$ cat src/rtl/tick_monitor_pkg.sv
// tick_monitor_pkg
//   Shared types for the tick stream monitor: the 3-bit FSM state encoding
//   and a helper that identifies the states in which the interval counter runs.
package tick_monitor_pkg;

   // Raw encodings, kept stable so status decoders elsewhere can rely on them.
   localparam logic [2:0] ENC_IDLE    = 3'd0;
   localparam logic [2:0] ENC_FIRST   = 3'd1;
   localparam logic [2:0] ENC_MEASURE = 3'd2;
   localparam logic [2:0] ENC_LOCKED  = 3'd3;
   localparam logic [2:0] ENC_LOST    = 3'd4;

   typedef enum logic [2:0] {
      ST_IDLE    = ENC_IDLE,
      ST_FIRST   = ENC_FIRST,
      ST_MEASURE = ENC_MEASURE,
      ST_LOCKED  = ENC_LOCKED,
      ST_LOST    = ENC_LOST
   } state_t;

   // States in which idle cycles are being counted and a timeout can fire.
   function automatic logic is_counting(state_t s);
      return (s == ST_FIRST) || (s == ST_MEASURE) || (s == ST_LOCKED);
   endfunction

endpackage

$ cat src/rtl/tick_monitor_if.sv
// tick_monitor_if
//   Signal bundle between a tick source/status consumer (master) and the
//   tick_monitor (slave).
//   en, tick, limit           : master -> monitor
//   n_meas, n_valid, locked,
//   lost                      : monitor -> master
interface tick_monitor_if #(
   parameter int WIDTH = 8
);
   logic             en;
   logic             tick;
   logic [WIDTH-1:0] limit;
   logic [WIDTH-1:0] n_meas;
   logic             n_valid;
   logic             locked;
   logic             lost;

   modport master (
      output en, tick, limit,
      input  n_meas, n_valid, locked, lost
   );

   modport slave (
      input  en, tick, limit,
      output n_meas, n_valid, locked, lost
   );
endinterface

$ cat src/rtl/tick_interval_counter.sv
// tick_interval_counter
//   Idle-cycle counter between ticks.
//   clk, rst_n : clock, async active-low reset
//   clr        : load zero (has priority over inc)
//   inc        : increment by one
//   limit      : terminal value for the compare
//   cnt        : current count
//   at_limit   : cnt == limit
module tick_interval_counter #(
   parameter int WIDTH = 8
) (
   input  logic             clk,
   input  logic             rst_n,
   input  logic             clr,
   input  logic             inc,
   input  logic [WIDTH-1:0] limit,
   output logic [WIDTH-1:0] cnt,
   output logic             at_limit
);

   always_ff @(posedge clk or negedge rst_n) begin
      if (!rst_n)
         cnt <= '0;
      else if (clr)
         cnt <= '0;
      else if (inc)
         cnt <= cnt + WIDTH'(1);
   end

   assign at_limit = (cnt == limit);

endmodule

$ cat src/rtl/tick_monitor.sv
// tick_monitor
//   Measures idle cycles between consecutive single-cycle ticks, declares
//   lock after two equal consecutive measurements and flags loss when the
//   gap exceeds limit.
//   clk, rst_n : clock, async active-low reset
//   bus.en     : enable; low freezes all state
//   bus.tick   : tick stream
//   bus.limit  : largest tolerated gap
//   bus.n_meas : last measured interval (idle cycles)
//   bus.n_valid: one-cycle strobe when n_meas is updated
//   bus.locked : state is LOCKED
//   bus.lost   : state is LOST
//
// state   | meaning
// --------+-------------------------------------------------------
// IDLE    | after reset, waiting for the first tick, no timeout
// FIRST   | counting after the first tick, no measurement yet
// MEASURE | measurements taken, last two not (yet) equal
// LOCKED  | last two measurements equal
// LOST    | gap exceeded limit, waiting for a tick to restart
module tick_monitor
   import tick_monitor_pkg::*;
#(
   parameter int WIDTH = 8
) (
   input  logic           clk,
   input  logic           rst_n,
   tick_monitor_if.slave  bus
);

   state_t           state_q, state_d;
   logic [WIDTH-1:0] cnt;
   logic [WIDTH-1:0] n_meas_q;
   logic             n_valid_q;
   logic             at_limit;
   logic             counting;
   logic             cnt_clr;
   logic             cnt_inc;
   logic             take_meas;

   assign counting  = is_counting(state_q);
   assign cnt_clr   = bus.en && bus.tick;
   // Holding at limit on the timeout edge keeps cnt from ever passing limit.
   assign cnt_inc   = bus.en && !bus.tick && counting && !at_limit;
   assign take_meas = bus.en && bus.tick && counting;

   tick_interval_counter #(.WIDTH(WIDTH)) u_cnt (
      .clk      (clk),
      .rst_n    (rst_n),
      .clr      (cnt_clr),
      .inc      (cnt_inc),
      .limit    (bus.limit),
      .cnt      (cnt),
      .at_limit (at_limit)
   );

   always_comb begin
      state_d = state_q;
      if (bus.en) begin
         unique case (state_q)
            ST_IDLE, ST_LOST: begin
               if (bus.tick) state_d = ST_FIRST;
            end
            ST_FIRST: begin
               if (bus.tick)      state_d = ST_MEASURE;
               else if (at_limit) state_d = ST_LOST;
            end
            ST_MEASURE, ST_LOCKED: begin
               // Compare against the previous measurement before it is replaced.
               if (bus.tick)      state_d = (cnt == n_meas_q) ? ST_LOCKED : ST_MEASURE;
               else if (at_limit) state_d = ST_LOST;
            end
            default: state_d = ST_IDLE;
         endcase
      end
   end

   always_ff @(posedge clk or negedge rst_n) begin
      if (!rst_n) begin
         state_q   <= ST_IDLE;
         n_meas_q  <= '0;
         n_valid_q <= 1'b0;
      end else begin
         state_q   <= state_d;
         n_valid_q <= take_meas;
         if (take_meas)
            n_meas_q <= cnt;
      end
   end

   assign bus.n_meas  = n_meas_q;
   assign bus.n_valid = n_valid_q;
   assign bus.locked  = (state_q == ST_LOCKED);
   assign bus.lost    = (state_q == ST_LOST);

endmodule

$ cat src/flat_wrapper.sv
// flat-port wrapper written by rule: the top's interface ports become plain ports
module tick_monitor_flat import tick_monitor_pkg::*;
#(
   parameter int WIDTH = 8
)
  (clk, rst_n, bus_en, bus_tick, bus_limit, bus_n_meas, bus_n_valid, bus_locked, bus_lost);
  tick_monitor_if #(.WIDTH(WIDTH)) bus_i ();
  input  logic clk;
  input  logic rst_n;
  input wire logic [$bits(bus_i.en)-1:0] bus_en;
  input wire logic [$bits(bus_i.tick)-1:0] bus_tick;
  input wire logic [$bits(bus_i.limit)-1:0] bus_limit;
  output wire logic [$bits(bus_i.n_meas)-1:0] bus_n_meas;
  output wire logic [$bits(bus_i.n_valid)-1:0] bus_n_valid;
  output wire logic [$bits(bus_i.locked)-1:0] bus_locked;
  output wire logic [$bits(bus_i.lost)-1:0] bus_lost;
  assign bus_i.en = bus_en;
  assign bus_i.tick = bus_tick;
  assign bus_i.limit = bus_limit;
  assign bus_n_meas = bus_i.n_meas;
  assign bus_n_valid = bus_i.n_valid;
  assign bus_locked = bus_i.locked;
  assign bus_lost = bus_i.lost;
  tick_monitor #(.WIDTH(WIDTH)) u_core (.clk(clk), .rst_n(rst_n), .bus(bus_i));
endmodule
$ cat config.mk
export PLATFORM = sky130hd
export DESIGN_NAME = tick_monitor_flat
export DESIGN_NICKNAME = d
export VERILOG_FILES = /design/src/rtl/tick_monitor_pkg.sv /design/src/rtl/tick_monitor_if.sv /design/src/rtl/tick_interval_counter.sv /design/src/rtl/tick_monitor.sv /design/src/flat_wrapper.sv
export SDC_FILE = /design/constraint.sdc
export NUM_CORES = 1
export LEC_CHECK = 0
export CAP_MARGIN = 15
export CORE_MARGIN = 1.5
export CORE_UTILIZATION = 52
export DETAILED_ROUTE_END_ITERATION = 10
export HOLD_SLACK_MARGIN = 0.15
export PLACE_DENSITY_LB_ADDON = 0.08
export SLEW_MARGIN = 10
export SYNTH_ARGS = -nofsm -noshare
export SYNTH_HDL_FRONTEND = slang
export SYNTH_HIERARCHICAL = 1
export SYNTH_SLANG_ARGS = --single-unit
$ cat constraint.sdc
create_clock -name clk -period 4.5 [get_ports clk]
set_clock_uncertainty 0.1 [all_clocks]
set_input_delay 0.9 -clock clk [delete_from_list [all_inputs] [get_ports clk]]
set_output_delay 0.9 -clock clk [all_outputs]
set_load 0.05 [all_outputs]
==> results of run 1 <==
[cells by family after synthesis]
group / after synthesis / synth area share (%)
AOI/OAI and AO/OA: 15 / 9.42
xor gates and xnor gates: 20 / 15.9
adders and majority gates: 1 / 1.13
buffers and inverters: 5 / 3.18
DFF: 20 / 45.4
muxes: 9 / 11.8
and+or+nand+nor: 27 / 13.2
[registers in the layout (all words and copies together) (netlist names)]
register	count
u_core/u_cnt/cnt	8
u_core/state_q	3
u_core/bus.n_valid	1
u_core/bus.n_meas	8
[layout make-up]
type | count | area [um^2]
Clock buffer | 4 | 36.3
Sequential cell | 20 | 500
Inverter | 1 | 3.75
Timing Repair Buffer | 22 | 220
Tap cell | 27 | 33.8
Multi-Input combinational cell | 72 | 567
Fill cell | 152 | 621
[critical path, cell delays in order]
cell and delay, ns:
clkdlybuf4s50_1 0.42, xnor2_1 0.13, nand4_1 0.12, nor2_1 0.10
nor3_1 0.65, nand4_1 0.27, or3_1 0.40, a21oi_1 0.14
[synth_stat cells]
library cell	instances	share of area, %
mux2_4	8	11
mux2i_1	1	0.91
xor2_1	3	2.4
nor3b_1	1	0.68
a21o_2	1	0.79
and2_4	2	1.6
nand3_1	1	0.45
a21oi_1	3	1.4
xnor2_1	17	14
ha_1	1	1.1
a31oi_1	1	0.57
and3_1	1	0.57
a22oi_1	1	0.68
dfrtp_1	20	45
inv_1	1	0.34
nand4_1	7	4.0
or3_1	3	1.7
buf_4	2	1.4
o21ba_1	1	0.91
o21ai_0	4	1.8
o31ai_1	2	1.4
nand2_1	4	1.4
buf_6	1	1.0
o2111ai_2	1	1.4
o22ai_1	1	0.57
clkbuf_2	1	0.45
nor2_1	7	2.4
nor3_1	1	0.45
[how the worst min path moves through the flow]
stage / to / depth (start not counted) / start
final: u_core/bus.n_meas[0]$_DFFE_PN0P_ / 1 / u_core/bus.n_meas[0]$_DFFE_PN0P_
after CTS: u_core/bus.n_meas[0]$_DFFE_PN0P_ / 1 / u_core/bus.n_meas[0]$_DFFE_PN0P_
after global placement: u_core/bus.n_meas[0]$_DFFE_PN0P_ / 1 / u_core/bus.n_meas[0]$_DFFE_PN0P_
after detailed placement: u_core/bus.n_meas[0]$_DFFE_PN0P_ / 1 / u_core/bus.n_meas[0]$_DFFE_PN0P_
after global routing: u_core/bus.n_meas[5]$_DFFE_PN0P_ / 1 / u_core/bus.n_meas[5]$_DFFE_PN0P_
after floorplan: u_core/bus.n_meas[2]$_DFFE_PN0P_ / 1 / u_core/u_cnt/cnt[2]$_DFFE_PN0P_
[power groups by stage]
stage	clock network, W	logic [W]	registers (W)
after floorplan	0	0.0000947	0.000264
after global placement	0	0.000176	0.000239
after detailed placement	0	0.000178	0.000240
after CTS	0.000105	0.000179	0.000236
after global routing	0.000113	0.000187	0.000241
final	0.000103	0.000178	0.000236
[metal layers]
layer  vias to the layer above  GRT usage (%)  routed length, um
met3                         2           3.07                 71
li1                        394              -                  -
met1                       390           27.4               1040
met5                         -              0                  0
met4                         0           5.71                 14
met2                        20           31.5                986
[per-stage QoR]
stage	cell area, um^2	worst slack, ns	utilization, %
after floorplan	1100	1.88	-
after global placement	1330	1.32	66.9
after detailed placement	1330	1.22	66.9
after CTS	1360	1.52	68.7
after global routing	1360	1.35	68.7
final	1360	1.49	68.7
==> impl_metrics.csv, run 1 <==
group,metric,value,unit
sta,period_share,67.0,%
finish,final_nets,133,
power_and_ir_drop,power.leakage,0.547,nW
power_and_ir_drop,power,0.000518,W
placed_design,numPortBuffers,22,
finish,n_antenna_cell,0,
run_status,status,"completed",
sta,fmax,332,MHz
floorplanning,die_h,49.0,um
sta,slew_viol_final,0,
route,drc,0,
sta,hold_viol,0,
yosys,postSynthAreaPerCell,11.4,um^2
setup_path,r2r-start,"u_core/u_cnt/cnt[4]$_DFFE_PN0P_",
floorplanning,die_w,49.0,um
power_and_ir_drop,clock_power_share,20.0,%
power_and_ir_drop,switching_share,35.5,%
grt,grt_pass1_vias,816,
yosys,synth_cell_type_count,28,
clock_tree,cts_root_buf,"clkbuf_4",
placed_design,gp_congestion,0.830,
placed_design,placed_cells,142,
finish,area_growth,23.5,%
sta,slew_headroom,40.4,%
yosys,synth_nets,110,
power_and_ir_drop,p_int,0.000334,W
clock_tree,hold_buffers,0,
grt,track_usage,19.6,%
finish,drive_above_1_share,13.4,%
route,drt-pass1-iter-count,4,
floorplanning,placementRows,16,
finish,mostFrequentLayoutCell,"clkdlybuf4s50_1",
clock_tree,clkSinkCount,20,
clock_tree,clk_pin_slew,0.12,ns
power_and_ir_drop,switching_power,0.000184,W
setup_path,end_kind,"flop",
setup_path,crit_end,"u_core/u_cnt/cnt[5]$_DFFE_PN0P_",
sta,setup_tns,0,ns
clock_tree,cts_buffers,3,
clock_tree,post_cts_buffers,0,
sta,hold_ws,0.475,ns
clock_tree,ctsLongestPathBuffers,2,
route,routed_wirelength,2110,um
run,timing.max_cap.violations,0,
route,vias,806,
sta,setup_viol,0,
min_path,hold_class,"reg2reg",
power_and_ir_drop,power_density,380,nW/um^2
yosys,yosysWarningCount,6,
placed_design,hpwl,1520,um
grt,grt_max_degree,21,
route,ant_nets,0,
floorplanning,start_util,55.6,%
sta,finalCriticalPeriod,3.01,ns
floorplanning,io_pins,23,
floorplanning,core,1980,um^2
finish,fin_cells,146,
power_and_ir_drop,peakVddDrop,318,uV
clock_tree,post_cts_resized,0,
power_and_ir_drop,p_comb_share,34.4,%
clock_tree,tritoncts,"yes",
grt,grt_pass1_wl,3670,um
grt,antenna_found_initial,0,
yosys,synth_seq_area_share,45.4,%
setup_path,crit_type,"in2reg",
floorplanning,dieArea,2400,um^2
setup_path,rr_worst_depth,7,
setup_path,startpoint,"bus_limit[6]",
yosys,syn_inst,97,
route,wire_per_inst,14.5,um
grt,overflow,0,
route,drt_iter0_drc,19,
yosys,netlist_area,1100,um^2
route,via_per_inst,5.52,
setup_path,arrival,3.14,ns
finish,mostFrequentLayoutCells,"clkdlybuf4s50_1, dfrtp_1, xnor2_1, mux2_4",
setup_path,r2r_end,"u_core/u_cnt/cnt[5]$_DFFE_PN0P_",
setup_path,cp_max_fo,6,
power_and_ir_drop,seqPwrFrac,45.6,%
sta,worst_pin_slew,0.891,ns
sta,rsz0062_at_grt,"no",
clock_tree,h-tree-depth,1,
setup_path,startpoint_type,"input pin",
yosys,synth_seq_cells,20,
setup_path,required,4.63,ns
clock_tree,clock_latency,0.30,ns
setup_path,r2r_slack,1.99,ns
Note: power is estimated with default switching activity, not from simulation.
==> run 2: changes to the inputs <==
CORE_UTILIZATION = 49   (was 52)
clock period = 3.1 ns   (was 4.5 ns; I/O delays follow)
==> run 2 against run 1 <==
Non-clock buffer count rose by 1; wire length rose by 1.7%; largest cell class unchanged; register-to-register slack got worse by 0.98 ns; sequential cell count did not move.
==> impl_metrics.csv, run 2 (synthesis gave the netlist of run 1 again) <==
group,metric,value,unit
clock_tree,post_cts_buffers,0,
setup_path,rr_worst_depth,8,
floorplanning,core,2040,um^2
route,wire_per_inst,14.6,um
setup_path,required,2.38,ns
setup_path,crit_end,"bus_lost",
route,drt_iter0_drc,8,
route,routed_wirelength,2150,um
grt,grt_pass1_wl,3660,um
power_and_ir_drop,peakVddDrop,484,uV
clock_tree,tritoncts,"yes",
clock_tree,cts_buffers,3,
floorplanning,io_pins,23,
route,via_per_inst,5.44,
sta,period_share,83.6,%
setup_path,cp.depth,2,
sta,fmax,386,MHz
setup_path,startpoint,"u_core/state_q[0]$_DFFE_PN0P_",
setup_path,cp_top_family,"buffers and inverters",
floorplanning,die_h,50.4,um
clock_tree,hold_buffers,0,
setup_path,r2r-start,"u_core/u_cnt/cnt[4]$_DFFE_PN0P_",
setup_path,arrival,1.87,ns
route,drt-pass1-iter-count,4,
grt,antenna_found_initial,0,
finish,final_area,1370,um^2
setup_path,path_buf_inv,1,
sta,setup_viol,0,
run,timing.max_cap.violations,0,
min_path,hold_class,"reg2reg",
power_and_ir_drop,power_density,548,nW/um^2
sta,slew_headroom,41.9,%
grt,overflow,0,
placed_design,gp_congestion,0.763,
setup_path,path_cells,"nor3b_1 > clkdlybuf4s50_1",
setup_path,r2r_slack,1.01,ns
sta,setup_tns,0,ns
setup_path,crit_type,"reg2out",
grt,grt_max_degree,21,
sta,hold_viol,0,
setup_path,cp_max_fo,5,
sta,finalCriticalPeriod,2.59,ns
floorplanning,placementRows,16,
sta,worst_pin_slew,0.869,ns
grt,grt_pass1_vias,800,
sta,rsz0062_at_grt,"no",
finish,final_nets,134,
finish,fillers,181,
power_and_ir_drop,power,0.000750,W
placed_design,numPortBuffers,22,
finish,mostFrequentLayoutCells,"clkdlybuf4s50_1, dfrtp_1, xnor2_1, mux2_4",
placed_design,place_area,1330,um^2
clock_tree,post_cts_resized,0,
setup_path,end_kind,"output port",
sta,slew_viol_final,0,
route,drc,0,
placed_design,hpwl,1570,um
clock_tree,h-tree-depth,1,
clock_tree,clock_latency,0.29,ns
route,ant_nets,0,
finish,area_growth,24.2,%
setup_path,max_stage_delay,0.85,ns
floorplanning,dieArea,2540,um^2
power_and_ir_drop,power.leakage,0.553,nW
clock_tree,clkSinkCount,20,
run_status,status,"completed",
sta,fin_ws,0.509,ns
setup_path,startpoint_type,"flop",
setup_path,slowest_stage,"clkdlybuf4s50_1",
clock_tree,clk_pin_slew,0.11,ns
clock_tree,cts_root_buf,"clkbuf_4",
finish,mostFrequentLayoutCell,"clkdlybuf4s50_1",
grt,track_usage,19.2,%
placed_design,pre_cts_slack,0.470,ns
finish,drive_above_1_share,14.2,%
setup_path,r2r_end,"u_core/u_cnt/cnt[5]$_DFFE_PN0P_",
floorplanning,die_w,50.4,um
floorplanning,start_util,54.0,%
finish,n_antenna_cell,0,
route,vias,799,
clock_tree,ctsLongestPathBuffers,2,
## run 2: changes by cell type in the layout (fill, tap and decap cells not counted), sizes merged
cell	change
buf	+1
## run 2: metrics by stage
| stage | cells | utilization (%) | hold slack, ns |
|---|---|---|---|
| 5_1_grt | 147 | 67.0 | 0.492 |
| 2_1_floorplan | 97 | - | 0.224 |
| 4_1_cts | 147 | 67.0 | 0.475 |
| 6_report | 147 | 67.0 | 0.471 |
| 3_3_place_gp | 143 | 65.3 | 0.443 |
| 3_5_place_dp | 143 | 65.3 | 0.444 |
## run 2: per-layer routing
metal / routed length, um / track usage (%)
met1: 1020 / 25.2
met2: 1010 / 32.7
met3: 113 / 3.87
met4: 0 / 4.05
met5: 0 / 0
## run 2: how the worst min path moves through the flow
stage | from | cells past startpoint | to | slack (ns)
after floorplan | rst_n | 0 | u_core/bus.n_meas[0]$_DFFE_PN0P_ | 0.22
after global placement | u_core/bus.n_meas[0]$_DFFE_PN0P_ | 1 | u_core/bus.n_meas[0]$_DFFE_PN0P_ | 0.44
after detailed placement | u_core/bus.n_meas[4]$_DFFE_PN0P_ | 1 | u_core/bus.n_meas[4]$_DFFE_PN0P_ | 0.44
after CTS | u_core/bus.n_meas[4]$_DFFE_PN0P_ | 1 | u_core/bus.n_meas[4]$_DFFE_PN0P_ | 0.48
after global routing | u_core/bus.n_meas[4]$_DFFE_PN0P_ | 1 | u_core/bus.n_meas[4]$_DFFE_PN0P_ | 0.49
final | u_core/bus.n_meas[3]$_DFFE_PN0P_ | 1 | u_core/bus.n_meas[3]$_DFFE_PN0P_ | 0.47
## run 2: cell type report
type / instances / area, um^2 / area share, %
Clock buffer: 4 / 36.3 / 2.65
Inverter: 1 / 3.75 / 0.274
Multi-Input combinational cell: 72 / 567 / 41.4
Sequential cell: 20 / 500 / 36.6
Tap cell: 27 / 33.8 / 2.47
Timing Repair Buffer: 23 / 228 / 16.6
## run 2: power by group
group	switching [W]	internal, W
Combinational	0.000138	0.000121
Sequential	0.0000511	0.000292
Clock	0.0000761	0.0000715
==> run 3: changes to the inputs <==
clock period = 2.4 ns   (was 3.1 ns; I/O delays follow)
==> run 3 against run 2 <==
Via count increased by 3.3%; setup slack worse by 0.31 ns; combinational power rose by 30%; sequential cell count is the same; sequential power increased by 29%; sequential share of layout area fell by 0.59 points; first-iteration DRC count rose by 63%; total power rose by 31%; non-clock buffer count up 3; critical path depth increased by 6; global-route usage rose by 0.43 points; core utilization is 1.1 points higher.
==> impl_metrics.csv, run 3 (synthesis gave the netlist of run 1 again) <==
group,metric,value,unit
finish,multi_input_comb_area,567,um^2
sta,setup_viol,0,
finish,n_antenna_cell,0,
clock_tree,post_cts_buffers,0,
route,drt-pass1-iter-count,4,
clock_tree,post_cts_resized,0,
power_and_ir_drop,power.leakage,0.580,nW
grt,grt_pass1_wl,3690,um
setup_path,required,2.54,ns
route,vias,825,
sta,slew_headroom,66.1,%
route,drt_iter0_drc,13,
grt,antenna_found_initial,0,
setup_path,r2r_slack,0.26,ns
route,routed_wirelength,2220,um
clock_tree,cts_buffers,3,
grt,grt_busiest_layer,"met2",
grt,met1_usage,26.4,%
route,drc,0,
placed_design,numPortBuffers,22,
setup_path,slowest_stage,"clkdlybuf4s50_1",
clock_tree,clkSinkCount,20,
power_and_ir_drop,peakVddDrop,631,uV
floorplanning,placementRows,16,
floorplanning,core,2040,um^2
setup_path,end_kind,"flop",
sta,finalCriticalPeriod,2.20,ns
floorplanning,dieArea,2540,um^2
grt,grt_pass1_vias,796,
setup_path,path_cells,"clkdlybuf4s50_1 > xnor2_1 > nand4_1 > nor2_1 > nor3_1 > nand4_1 > or3_1 > a21oi_1",
power_and_ir_drop,power,0.000979,W
setup_path,crit_top_cell,"nand4_1",
clock_tree,hold_buffers,0,
finish,mostFrequentLayoutCells,"clkdlybuf4s50_1, dfrtp_1, xnor2_1, mux2_4",
power_and_ir_drop,switching_power,0.000353,W
clock_tree,cts_root_buf,"clkbuf_4",
grt,track_usage,19.6,%
setup_path,max_stage_delay,0.43,ns
clock_tree,h-tree-depth,1,
placed_design,place_area,1350,um^2
power_and_ir_drop,clock_power_share,20.5,%
setup_path,cp_max_fo,3,
setup_path,arrival,2.34,ns
floorplanning,io_pins,23,
power_and_ir_drop,p_comb_share,34.3,%
grt,overflow,0,
sta,rsz0062_at_grt,"no",
power_and_ir_drop,switching_share,36.0,%
route,via_per_inst,5.50,
sta,slew_viol_final,0,
grt,met2_usage,31.6,%
setup_path,crit_type,"in2reg",
power_and_ir_drop,p_int,0.000627,W
setup_path,r2r_end,"u_core/u_cnt/cnt[5]$_DFFE_PN0P_",
power_and_ir_drop,power_density,704,nW/um^2
floorplanning,start_util,54.0,%
route,wire_per_inst,14.8,um
power_and_ir_drop,seqPwrFrac,45.2,%
floorplanning,die_h,50.4,um
route,ant_nets,0,
sta,period_share,91.6,%
finish,drive_above_1_share,17.1,%
run_status,status,"completed",
clock_tree,ctsLongestPathBuffers,2,
floorplanning,die_w,50.4,um
min_path,hold_class,"in2async",
finish,fillers,178,
clock_tree,tritoncts,"yes",
sta,worst_pin_slew,0.507,ns
run,timing.max_cap.violations,0,
clock_tree,clk_pin_slew,0.12,ns
grt,met3_usage,3.87,%
setup_path,startpoint_type,"input pin",
sta,hold_viol,0,
setup_path,cp_top_family,"simple AND/OR/NAND/NOR gates",
setup_path,r2r-start,"u_core/u_cnt/cnt[4]$_DFFE_PN0P_",
grt,grt_max_degree,21,
setup_path,path_buf_inv,1,
clock_tree,clock_latency,0.30,ns
setup_path,rr_worst_depth,7,
sta,fmax,455,MHz
finish,final_nets,137,
placed_design,gp_congestion,0.786,
finish,area_growth,26.2,%
finish,regArea,500,um^2
finish,final_area,1390,um^2
==> run 3: changes by cell type in the layout (fill, tap and decap cells not counted), sizes merged <==
cell | previous run | this run
clkdlybuf4s50 | 22 | 20
dlymetal6s2s | 0 | 1
buf | 1 | 5
==> run 3: worst max path at each step <==
stage,start,to,slack (ns),depth (start not counted)
after floorplan,u_core/state_q[0]$_DFFE_PN0P_,bus_lost,0.20,1
after global placement,bus_limit[4],u_core/u_cnt/cnt[6]$_DFFE_PN0P_,-0.01,8
after detailed placement,bus_limit[4],u_core/u_cnt/cnt[7]$_DFFE_PN0P_,-0.08,8
after CTS,u_core/state_q[2]$_DFFE_PN0P_,bus_locked,0.03,3
after global routing,bus_limit[6],u_core/u_cnt/cnt[6]$_DFFE_PN0P_,0.07,8
final,bus_limit[6],u_core/u_cnt/cnt[5]$_DFFE_PN0P_,0.20,8
==> run 3: through the flow <==
step	hold slack (ns)	instances	utilization [%]	worst slack (ns)	setup TNS, ns
final	0.400	150	68.1	0.202	0
after global routing	0.411	150	68.1	0.0741	0
after CTS	0.407	150	68.0	0.0268	0
after detailed placement	0.442	146	66.2	-0.0773	-0.227
after global placement	0.444	146	66.2	-0.00997	-0.0192
after floorplan	0.0844	97	-	0.199	0
==> run 3: final cells by class <==
class,count,share of cell area (%)
Multi-Input combinational cell,72,40.7
Sequential cell,20,36.0
Timing Repair Buffer,26,18.0
Clock buffer,4,2.61
Tap cell,27,2.43
Inverter,1,0.270
==> run 3: metal layers <==
layer  wire length [um]  up-vias
met3                122        4
met4                 12        0
met5                  0        -
li1                   -      396
met1               1050      394
met2               1040       31
==> run 3: power by group through the flow <==
| stage | clock, W | combinational (W) | sequential [W] |
|---|---|---|---|
| 6_report | 0.000201 | 0.000336 | 0.000443 |
| 5_1_grt | 0.000221 | 0.000359 | 0.000452 |
| 4_1_cts | 0.000202 | 0.000342 | 0.000443 |
| 3_5_place_dp | 0 | 0.000340 | 0.000449 |
| 3_3_place_gp | 0 | 0.000335 | 0.000447 |
| 2_1_floorplan | 0 | 0.000178 | 0.000494 |
